<file path="src/rtl/fetch_stage_if.sv">
// Fetch-stage bus: hazard-unit enables, ID branch redirect, instruction memory and IF/ID outputs.
// master is the fetch stage itself; slave is the surrounding core/memory.
interface fetch_stage_if;
  logic        pc_write;
  logic        if_id_write;
  logic        branch_taken;
  logic [15:0] branch_target;
  logic [15:0] imem_addr;
  logic [15:0] imem_data;
  logic [15:0] if_id_instr;
  logic [15:0] if_id_pc_plus2;
  logic        if_id_valid;
  logic        halted;
  logic [15:0] stall_cnt;

  modport master (
    input  pc_write, if_id_write, branch_taken, branch_target, imem_data,
    output imem_addr, if_id_instr, if_id_pc_plus2, if_id_valid, halted, stall_cnt
  );

  modport slave (
    output pc_write, if_id_write, branch_taken, branch_target, imem_data,
    input  imem_addr, if_id_instr, if_id_pc_plus2, if_id_valid, halted, stall_cnt
  );
endinterface

</file>
<file path="src/rtl/fetch_stage.sv">
// Instruction fetch + IF/ID register with branch flush, hazard stalls and HLT drain/halt.
// Optional stall-cycle counter built only when FETCH_STALL_CNT_EN is defined.
module fetch_stage #(
  parameter logic [15:0] RESET_PC     = 16'h0000,
  parameter int          DRAIN_CYCLES = 4,
  parameter logic [15:0] BUBBLE       = 16'h0000
) (
  input logic          clk,
  input logic          rst_n,
  fetch_stage_if.master bus
);

  typedef enum logic [1:0] {RUN, DRAIN, HALTED} state_t;

  state_t      state, state_next;
  logic [15:0] pc, pc_next, pc_plus2, target_even;
  logic [3:0]  drain_cnt, drain_next;
  logic        hlt_fetch, redirect;
  logic        ifid_load, ifid_flush, stall_inc;
  logic [15:0] instr_p1, pc_plus2_p1;
  logic        vld_p1;
  logic        halted_q;

  assign pc_plus2    = pc + 16'd2;
  assign target_even = bus.branch_target & 16'hFFFE;
  assign hlt_fetch   = (bus.imem_data[15:12] == 4'hF);
  // A redirect only counts while ID is allowed to advance; otherwise ID re-presents it later.
  assign redirect    = bus.if_id_write && bus.branch_taken;

  always_ff @(posedge clk or negedge rst_n) begin
    if (!rst_n) state <= RUN;
    else        state <= state_next;
  end

  always_comb begin
    state_next = state;
    case (state)
      RUN:     if (hlt_fetch && bus.if_id_write && !bus.branch_taken) state_next = DRAIN;
      DRAIN:   if (drain_cnt == 4'd0) state_next = HALTED;
      HALTED:  state_next = HALTED;
      default: state_next = RUN;
    endcase
  end

  always_comb begin
    pc_next    = pc;
    ifid_load  = 1'b0;
    ifid_flush = 1'b0;
    stall_inc  = 1'b0;
    drain_next = drain_cnt;
    case (state)
      RUN: begin
        if (redirect) begin
          pc_next    = target_even;
          ifid_flush = 1'b1;
        end else begin
          // The PC never moves past an HLT, so the halt word is latched exactly once.
          if (bus.pc_write && !hlt_fetch) pc_next = pc_plus2;
          ifid_load = bus.if_id_write;
          stall_inc = !bus.pc_write;
        end
        if (state_next == DRAIN) drain_next = 4'(DRAIN_CYCLES - 1);
      end
      DRAIN:   if (drain_cnt != 4'd0) drain_next = drain_cnt - 4'd1;
      default: ;
    endcase
  end

  // ---- IF stage: program counter and drain control ----
  always_ff @(posedge clk or negedge rst_n) begin
    if (!rst_n) begin
      pc        <= RESET_PC;
      drain_cnt <= 4'd0;
      halted_q  <= 1'b0;
    end else begin
      pc        <= pc_next;
      drain_cnt <= drain_next;
      halted_q  <= (state_next == HALTED);
    end
  end

  // ---- IF/ID boundary ----
  always_ff @(posedge clk or negedge rst_n) begin
    if (!rst_n) begin
      instr_p1    <= BUBBLE;
      pc_plus2_p1 <= 16'h0000;
      vld_p1      <= 1'b0;
    end else if (ifid_flush) begin
      instr_p1    <= BUBBLE;
      pc_plus2_p1 <= 16'h0000;
      vld_p1      <= 1'b0;
    end else if (ifid_load) begin
      instr_p1    <= bus.imem_data;
      pc_plus2_p1 <= pc_plus2;
      vld_p1      <= 1'b1;
    end
  end

`ifdef FETCH_STALL_CNT_EN
  logic [15:0] stall_q;

  always_ff @(posedge clk or negedge rst_n) begin
    if (!rst_n)                              stall_q <= 16'h0000;
    else if (stall_inc && stall_q != 16'hFFFF) stall_q <= stall_q + 16'd1;
  end

  assign bus.stall_cnt = stall_q;
`else
  logic unused_stall;
  assign unused_stall  = stall_inc;
  assign bus.stall_cnt = 16'h0000;
`endif

  assign bus.imem_addr      = pc;
  assign bus.if_id_instr    = instr_p1;
  assign bus.if_id_pc_plus2 = pc_plus2_p1;
  assign bus.if_id_valid    = vld_p1;
  assign bus.halted         = halted_q;

endmodule
</file>
<file path="src/flat_wrapper.sv">
// flat-port wrapper written by rule: the top's interface ports become plain ports
module fetch_stage_flat 
#(
  parameter logic [15:0] RESET_PC     = 16'h0000,
  parameter int          DRAIN_CYCLES = 4,
  parameter logic [15:0] BUBBLE       = 16'h0000
)
  (clk, rst_n, bus_pc_write, bus_if_id_write, bus_branch_taken, bus_branch_target, bus_imem_data, bus_imem_addr, bus_if_id_instr, bus_if_id_pc_plus2, bus_if_id_valid, bus_halted, bus_stall_cnt);
  fetch_stage_if bus_i ();
  input logic clk;
  input logic rst_n;
  input wire logic [$bits(bus_i.pc_write)-1:0] bus_pc_write;
  input wire logic [$bits(bus_i.if_id_write)-1:0] bus_if_id_write;
  input wire logic [$bits(bus_i.branch_taken)-1:0] bus_branch_taken;
  input wire logic [$bits(bus_i.branch_target)-1:0] bus_branch_target;
  input wire logic [$bits(bus_i.imem_data)-1:0] bus_imem_data;
  output wire logic [$bits(bus_i.imem_addr)-1:0] bus_imem_addr;
  output wire logic [$bits(bus_i.if_id_instr)-1:0] bus_if_id_instr;
  output wire logic [$bits(bus_i.if_id_pc_plus2)-1:0] bus_if_id_pc_plus2;
  output wire logic [$bits(bus_i.if_id_valid)-1:0] bus_if_id_valid;
  output wire logic [$bits(bus_i.halted)-1:0] bus_halted;
  output wire logic [$bits(bus_i.stall_cnt)-1:0] bus_stall_cnt;
  assign bus_i.pc_write = bus_pc_write;
  assign bus_i.if_id_write = bus_if_id_write;
  assign bus_i.branch_taken = bus_branch_taken;
  assign bus_i.branch_target = bus_branch_target;
  assign bus_i.imem_data = bus_imem_data;
  assign bus_imem_addr = bus_i.imem_addr;
  assign bus_if_id_instr = bus_i.if_id_instr;
  assign bus_if_id_pc_plus2 = bus_i.if_id_pc_plus2;
  assign bus_if_id_valid = bus_i.if_id_valid;
  assign bus_halted = bus_i.halted;
  assign bus_stall_cnt = bus_i.stall_cnt;
  fetch_stage #(.RESET_PC(RESET_PC), .DRAIN_CYCLES(DRAIN_CYCLES), .BUBBLE(BUBBLE)) u_core (.clk(clk), .rst_n(rst_n), .bus(bus_i));
endmodule
</file>
<file path="config.mk">
export PLATFORM = sky130hd
export DESIGN_NAME = fetch_stage_flat
export DESIGN_NICKNAME = d
export VERILOG_FILES = /design/src/rtl/fetch_stage_if.sv /design/src/rtl/fetch_stage.sv /design/src/flat_wrapper.sv
export SDC_FILE = /design/constraint.sdc
export NUM_CORES = 1
export LEC_CHECK = 0
export ABC_AREA = 1
export CORE_ASPECT_RATIO = 1.25
export CORE_UTILIZATION = 40
export CTS_CLUSTER_SIZE = 28
export DETAILED_ROUTE_END_ITERATION = 6
export GPL_TIMING_DRIVEN = 0
export MAX_ROUTING_LAYER = met4
export PLACE_DENSITY_LB_ADDON = 0.3
export SYNTH_ARGS = -nofsm -noshare
export SYNTH_HDL_FRONTEND = slang
export SYNTH_SLANG_ARGS = --single-unit
</file>
<file path="constraint.sdc">
create_clock -name clk -period 1.94 [get_ports clk]
set_input_delay 0.485 -clock clk [delete_from_list [all_inputs] [get_ports clk]]
set_output_delay 0.485 -clock clk [all_outputs]
set_load 0.01 [all_outputs]
</file>
Yosys cells after proc, flatten, opt, wreduce, memory -nomap -nowiden
Cells that the tools add are included.
{"block": "word_totals", "in_bits": 37, "reg_bits": 56, "wordCells": 48, "output_inout_bits": 66, "mem_count": 0, "latch_bits": 0, "ramBits": 0, "romBits": 0}
{"block": "op_classes", "reduce_logical": 14, "div": 0, "shift": 0, "n_bitwise": 0, "n_mux": 18, "n_eq_ne": 7, "n_addsub": 2, "n_mul": 0, "magnitude_cmp": 0}
{"operator": "$mux W16", "n": 6}
{"operator": "$add A16 B2 Y16 const B", "n": 1}
{"operator": "$mux W4", "n": 2}
{"operator": "$pmux W4 S2", "n": 1}
{"operator": "$mux W1", "n": 6}
{"operator": "$pmux W2 S3", "n": 1}
{"operator": "$reduce_bool A2 Y1", "n": 3}
{"operator": "$eq A2 B1 Y1 const B", "n": 2}
{"operator": "$eq A2 B2 Y1 const B", "n": 2}
{"operator": "$eq A4 B4 Y1 const B", "n": 1}
{"operator": "$logic_and A1 B1 Y1", "n": 4}
{"operator": "$logic_not A4 Y1", "n": 1}
{"operator": "$mux W2", "n": 2}
{"operator": "$ne A2 B1 Y1 const B", "n": 2}
{"operator": "$reduce_bool A4 Y1", "n": 1}
{"operator": "$sub A4 B1 Y4 const B", "n": 1}
{"operator": "$reduce_and A3 Y1", "n": 1}
{"operator": "$logic_not A1 Y1", "n": 2}
{"operator": "$logic_not A2 Y1", "n": 1}
{"operator": "$reduce_and A2 Y1", "n": 1}

Longest topological paths before layout
{"block": "depth", "ltp_word": 8, "ltp_mapped": 10, "mapped_depth_nobuf": 10}

Worst setup path after synthesis
No wires, ideal clock.
{"block": "synth_timing", "kind": "flip-flop to flip-flop", "startpoint": "reg u_core.pc[1], in the netlist u_core.bus.imem_addr[1]", "endpoint": "reg u_core.pc[9], in the netlist u_core.bus.imem_addr[9]", "arrival_time_ns": 1.315, "required_time_ns": 1.824, "n_path_buf": 0, "slack_ns": 0.509, "path_stages_with_launch": 9, "period_less_slack_ns": 1.431, "setup_ns": 0.116, "path_cell_list": "dfrtp_1 > ha_1 > nand3_1 > inv_1 > nand2_1 > xor2_1 > nand2_1 > nand2_1 > nand2_1"}
{"block": "synth_via", "elab_chain_cells": 3}
{"item": "start, declared", "line": "fetch_stage.sv:16", "text": "logic [15:0] pc, pc_next, pc_plus2, target_even;"}
{"item": "start signal, assigned", "line": "fetch_stage.sv:76", "text": "pc <= pc_next;"}
{"item": "$add A16 B2 Y16", "line": "fetch_stage.sv:24", "text": "assign pc_plus2 = pc + 16'd2;"}
{"item": "$mux W16", "line": "fetch_stage.sv:58", "text": "if (bus.pc_write && !hlt_fetch) pc_next = pc_plus2;"}
{"item": "$mux W16", "line": "fetch_stage.sv:53", "text": "if (redirect) begin"}
No other way between the ends. The select of a mux whose other input is x is not followed.
A chain may end at the register's enable or synchronous reset.

Final worst setup path
{"block": "layout_timing", "startpoint": "reg u_core.pc[4], in the netlist u_core.bus.imem_addr[4]", "endpoint": "out bus_imem_addr[4]"}
{"item": "end, declared", "line": "flat_wrapper.sv:17", "text": "output wire logic [$bits(bus_i.imem_addr)-1:0] bus_imem_addr;"}
No word-level cell between the ends.

==> results.py <==
metrics = {
    "floorplan": {
        "dieArea_um2": 7220,
        "core_area_um2": 6610,
        "dieHeight_um": 94.8,
        "initial_core_util_pct": 41.7,
        "num_io_pins": 103,
        "rows": 33,
        "die_width_um": 76.2,
    },
    "final_layout": {
        "final_area_um2": 3900,
        "multi_input_area_um2": 1190,
        "final.fill_count": 625,
        "seq_area_um2": 1380,
        "antenna_cells": 0,
        "fin_cells": 523,
        "fin_nets": 475,
        "drive_gt1_share_pct": 11.9,
        "syn_to_final_growth_pct": 41.7,
    },
    "sta": {
        "max-slew-margin-rel_pct": 63.8,
        "fin_ws_ns": 0.0430,
        "final_max_slew_viol_count": 0,
        "grt_setup_unrepaired": "no",
        "finalCritPeriodShare_pct": 97.8,
        "clock_skew_ns": 0.00650,
        "worst_pin_slew_ns": 0.543,
        "setup-tns-final_ns": 0,
        "finalCriticalPeriod_ns": 1.90,
        "fmax_ghz": 0.527,
        "hold_viol_final": 0,
        "final-setup-viol-count": 0,
    },
    "critical_path": {
        "path_cells": "clkdlybuf4s50_1",
        "crit_buf_inv": 1,
        "reg2reg_from": "u_core.bus.imem_addr[1]",
        "arrival_ns": 1.41,
        "crit_slowest_cell": "clkdlybuf4s50_1",
        "worstSetupStartpointType": "flop",
        "crit_start": "u_core.bus.imem_addr[4]",
        "critPathCaptureType": "output pin",
        "cpPeakStageDelay_ns": 0.63,
        "critical_path.top_delay_family": "buffers and inverters",
        "crit_fanout": 6,
        "path_class": "reg -> out",
        "cp_data_required_time_ns": 1.45,
    },
    "power_and_ir_drop": {
        "leakage_nw": 1.87,
        "p_per_area_nw_per_um2": 546,
        "peakVddDrop_v": 0.000291,
    },
    "status": {
        "status": "complete, no violations",
    },
    "synthesis": {
        "synth-async-reset-ratio_pct": 100,
        "synth_cell_types": 32,
        "synth_top_flop_cell": "dfrtp_1",
        "synth_top_area_share_pct": 50.0,
        "syn_area_um2": 2750,
        "synth-edff-count": 0,
        "yosysTopAreaCell": "dfrtp_1",
        "ys_warn_count": 0,
        "ys_top_cells_by_count": "nand2_1, dfrtp_1, nor2_1, buf_4, a22o_1",
        "ys_top_cells_by_area": "dfrtp_1, nand2_1, a22o_1",
        "synthCells": 327,
        "syn_area_per_cell_um2": 8.42,
        "synth.most_common_cell": "nand2_1",
        "seq_area_frac_synth_pct": 50.0,
        "ys_ff_latch": 55,
    },
    "drt": {
        "final_antenna_net_count": 0,
        "vias": 2498,
        "avgViaCountPerCell": 4.78,
        "wl_per_cell_um": 13.4,
        "drcViolationCount": 0,
        "initialDrtViolationCount": 126,
        "dr.pass1.iters": 4,
        "wl_um": 6990,
    },
    "cts": {
        "cts_buffers": 5,
        "clockBufferDepth": 2,
        "cts_root_buf": "clkbuf_8",
        "clkSinkCount": 55,
        "cts_setup_buffers": 0,
        "worstSkewPairLatency_ns": 0.31,
        "cts_tree": "yes",
        "htreeDepth": 2,
        "clk_pin_slew_ns": 0.10,
    },
    "place": {
        "dp_slack_ns": -0.108,
        "place.gp.congestion": 0.887,
        "portBuffers": 84,
        "placed_area_um2": 3780,
        "dp_hpwl_um": 5290,
        "place_inst": 515,
    },
    "job": {
        "maxCapViolCount": 0,
    },
    "global_route": {
        "gr-total-overflow": 0,
        "grt_pass1_wl_um": 11400,
        "grt_max_degree": 33,
        "grt_antenna_before_repair": 0,
        "grt_pass1_vias": 2415,
        "groute.usage.overall_pct": 21.0,
    },
    "hold_path": {
        "hold_path_class": "in -> async",
    },
}
## kinds of logic after synthesis
family | share of synthesized area [%]
flops | 50.0
compound gates | 10.8
xor+xnor | 2.23
buf+inv | 9.00
simple gates | 26.5
other cells | 0.136
fa+ha+maj | 1.36
## state kept, by name, indices dropped and copies added, names as in the netlist
| name | cells |
|---|---|
| u_core.bus.if_id_valid | 1 |
| u_core.bus.halted | 1 |
| u_core.bus.if_id_instr | 16 |
| u_core.state | 2 |
| u_core.bus.imem_addr | 15 |
| u_core.drain_cnt | 4 |
| u_core.bus.if_id_pc_plus2 | 16 |
## layout make-up
cell class | instances | share of cell area [%]
Tap cell | 87 | 2.79
Clock inverter | 2 | 0.994
Sequential cell | 55 | 35.3
Inverter | 18 | 1.80
Multi-Input combinational cell | 243 | 30.5
Clock buffer | 6 | 2.12
Timing Repair Buffer | 85 | 21.9
Buffer | 27 | 4.55
## power breakdown
group | total [mW] | internal [mW] | switching, mW | leakage [nW]
Sequential | 1.15 | 1.15 | 0 | 0.753
Clock | 0.813 | 0.425 | 0.388 | 0.0618
Combinational | 0.170 | 0.0937 | 0.0767 | 1.06
Total | 2.13 | 1.66 | 0.465 | 1.87
## routing by layer
metal	part of all wire (%)	up-vias	track usage, %
li1	-	1231	-
met1	44	1162	25.1
met2	48	93	34.8
met3	5.4	12	3.29
met4	2.1	0	9.78
met5	0	-	-
## cell usage in the layout (no fill, tap or decap)
master           instances
bufinv_16                1
conb_1                  17
nand3_1                  8
inv_4                    1
buf_4                   17
nor2_2                   8
o21ai_1                  9
o21ai_0                 10
ha_1                     3
clkbuf_1                 4
a22oi_1                  1
nor2_4                   2
dfrtp_1                 54
a22o_1                  16
xor2_1                   6
clkdlybuf4s50_1         83
buf_1                    1
a21boi_0                 1
buf_6                    1
a31oi_1                  2
o21bai_1                 2
buf_12                   1
inv_6                    1
clkbuf_8                 6
nand4_1                  6
inv_1                   15
dfrtp_2                  1
nor2_1                  28
nand2_2                  4
xnor2_1                  1
nand2_1                113
a21oi_1                  1
nand3b_1                 1
o211ai_1                 2
or2_2                    1
buf_2                    5
inv_2                    2
nand2_4                  1
## final timing paths
kind	to	slack [ns]	depth (start not counted)
min	u_core.drain_cnt[2]	0.14	1
max reg2reg	u_core.bus.imem_addr[9]	0.29	8
min reg2reg	u_core.bus.if_id_valid	0.49	2
max in group asynchronous	u_core.bus.imem_addr[1]	1.23	2
max	bus_imem_addr[4]	0.04	1
min in group clk	u_core.bus.if_id_valid	0.49	2
## per-stage QoR
step | power [mW] | hold WS (ns) | utilization, %
after floorplan | 1.23 | 0.189 | -
after global placement | 1.33 | 0.465 | 57.0
after detailed placement | 1.34 | 0.470 | 57.2
after CTS | 2.15 | 0.158 | 59.0
after global routing | 2.20 | 0.178 | 59.1
final | 2.13 | 0.139 | 59.1
## repair_timing
item,4_1_cts,5_1_grt
gates resized for setup,0,1
hold buffers,0,0
hold endpoints to repair,0,0
endpoints found under the setup margin,0,1
Note: power is estimated with default switching activity, not from simulation.
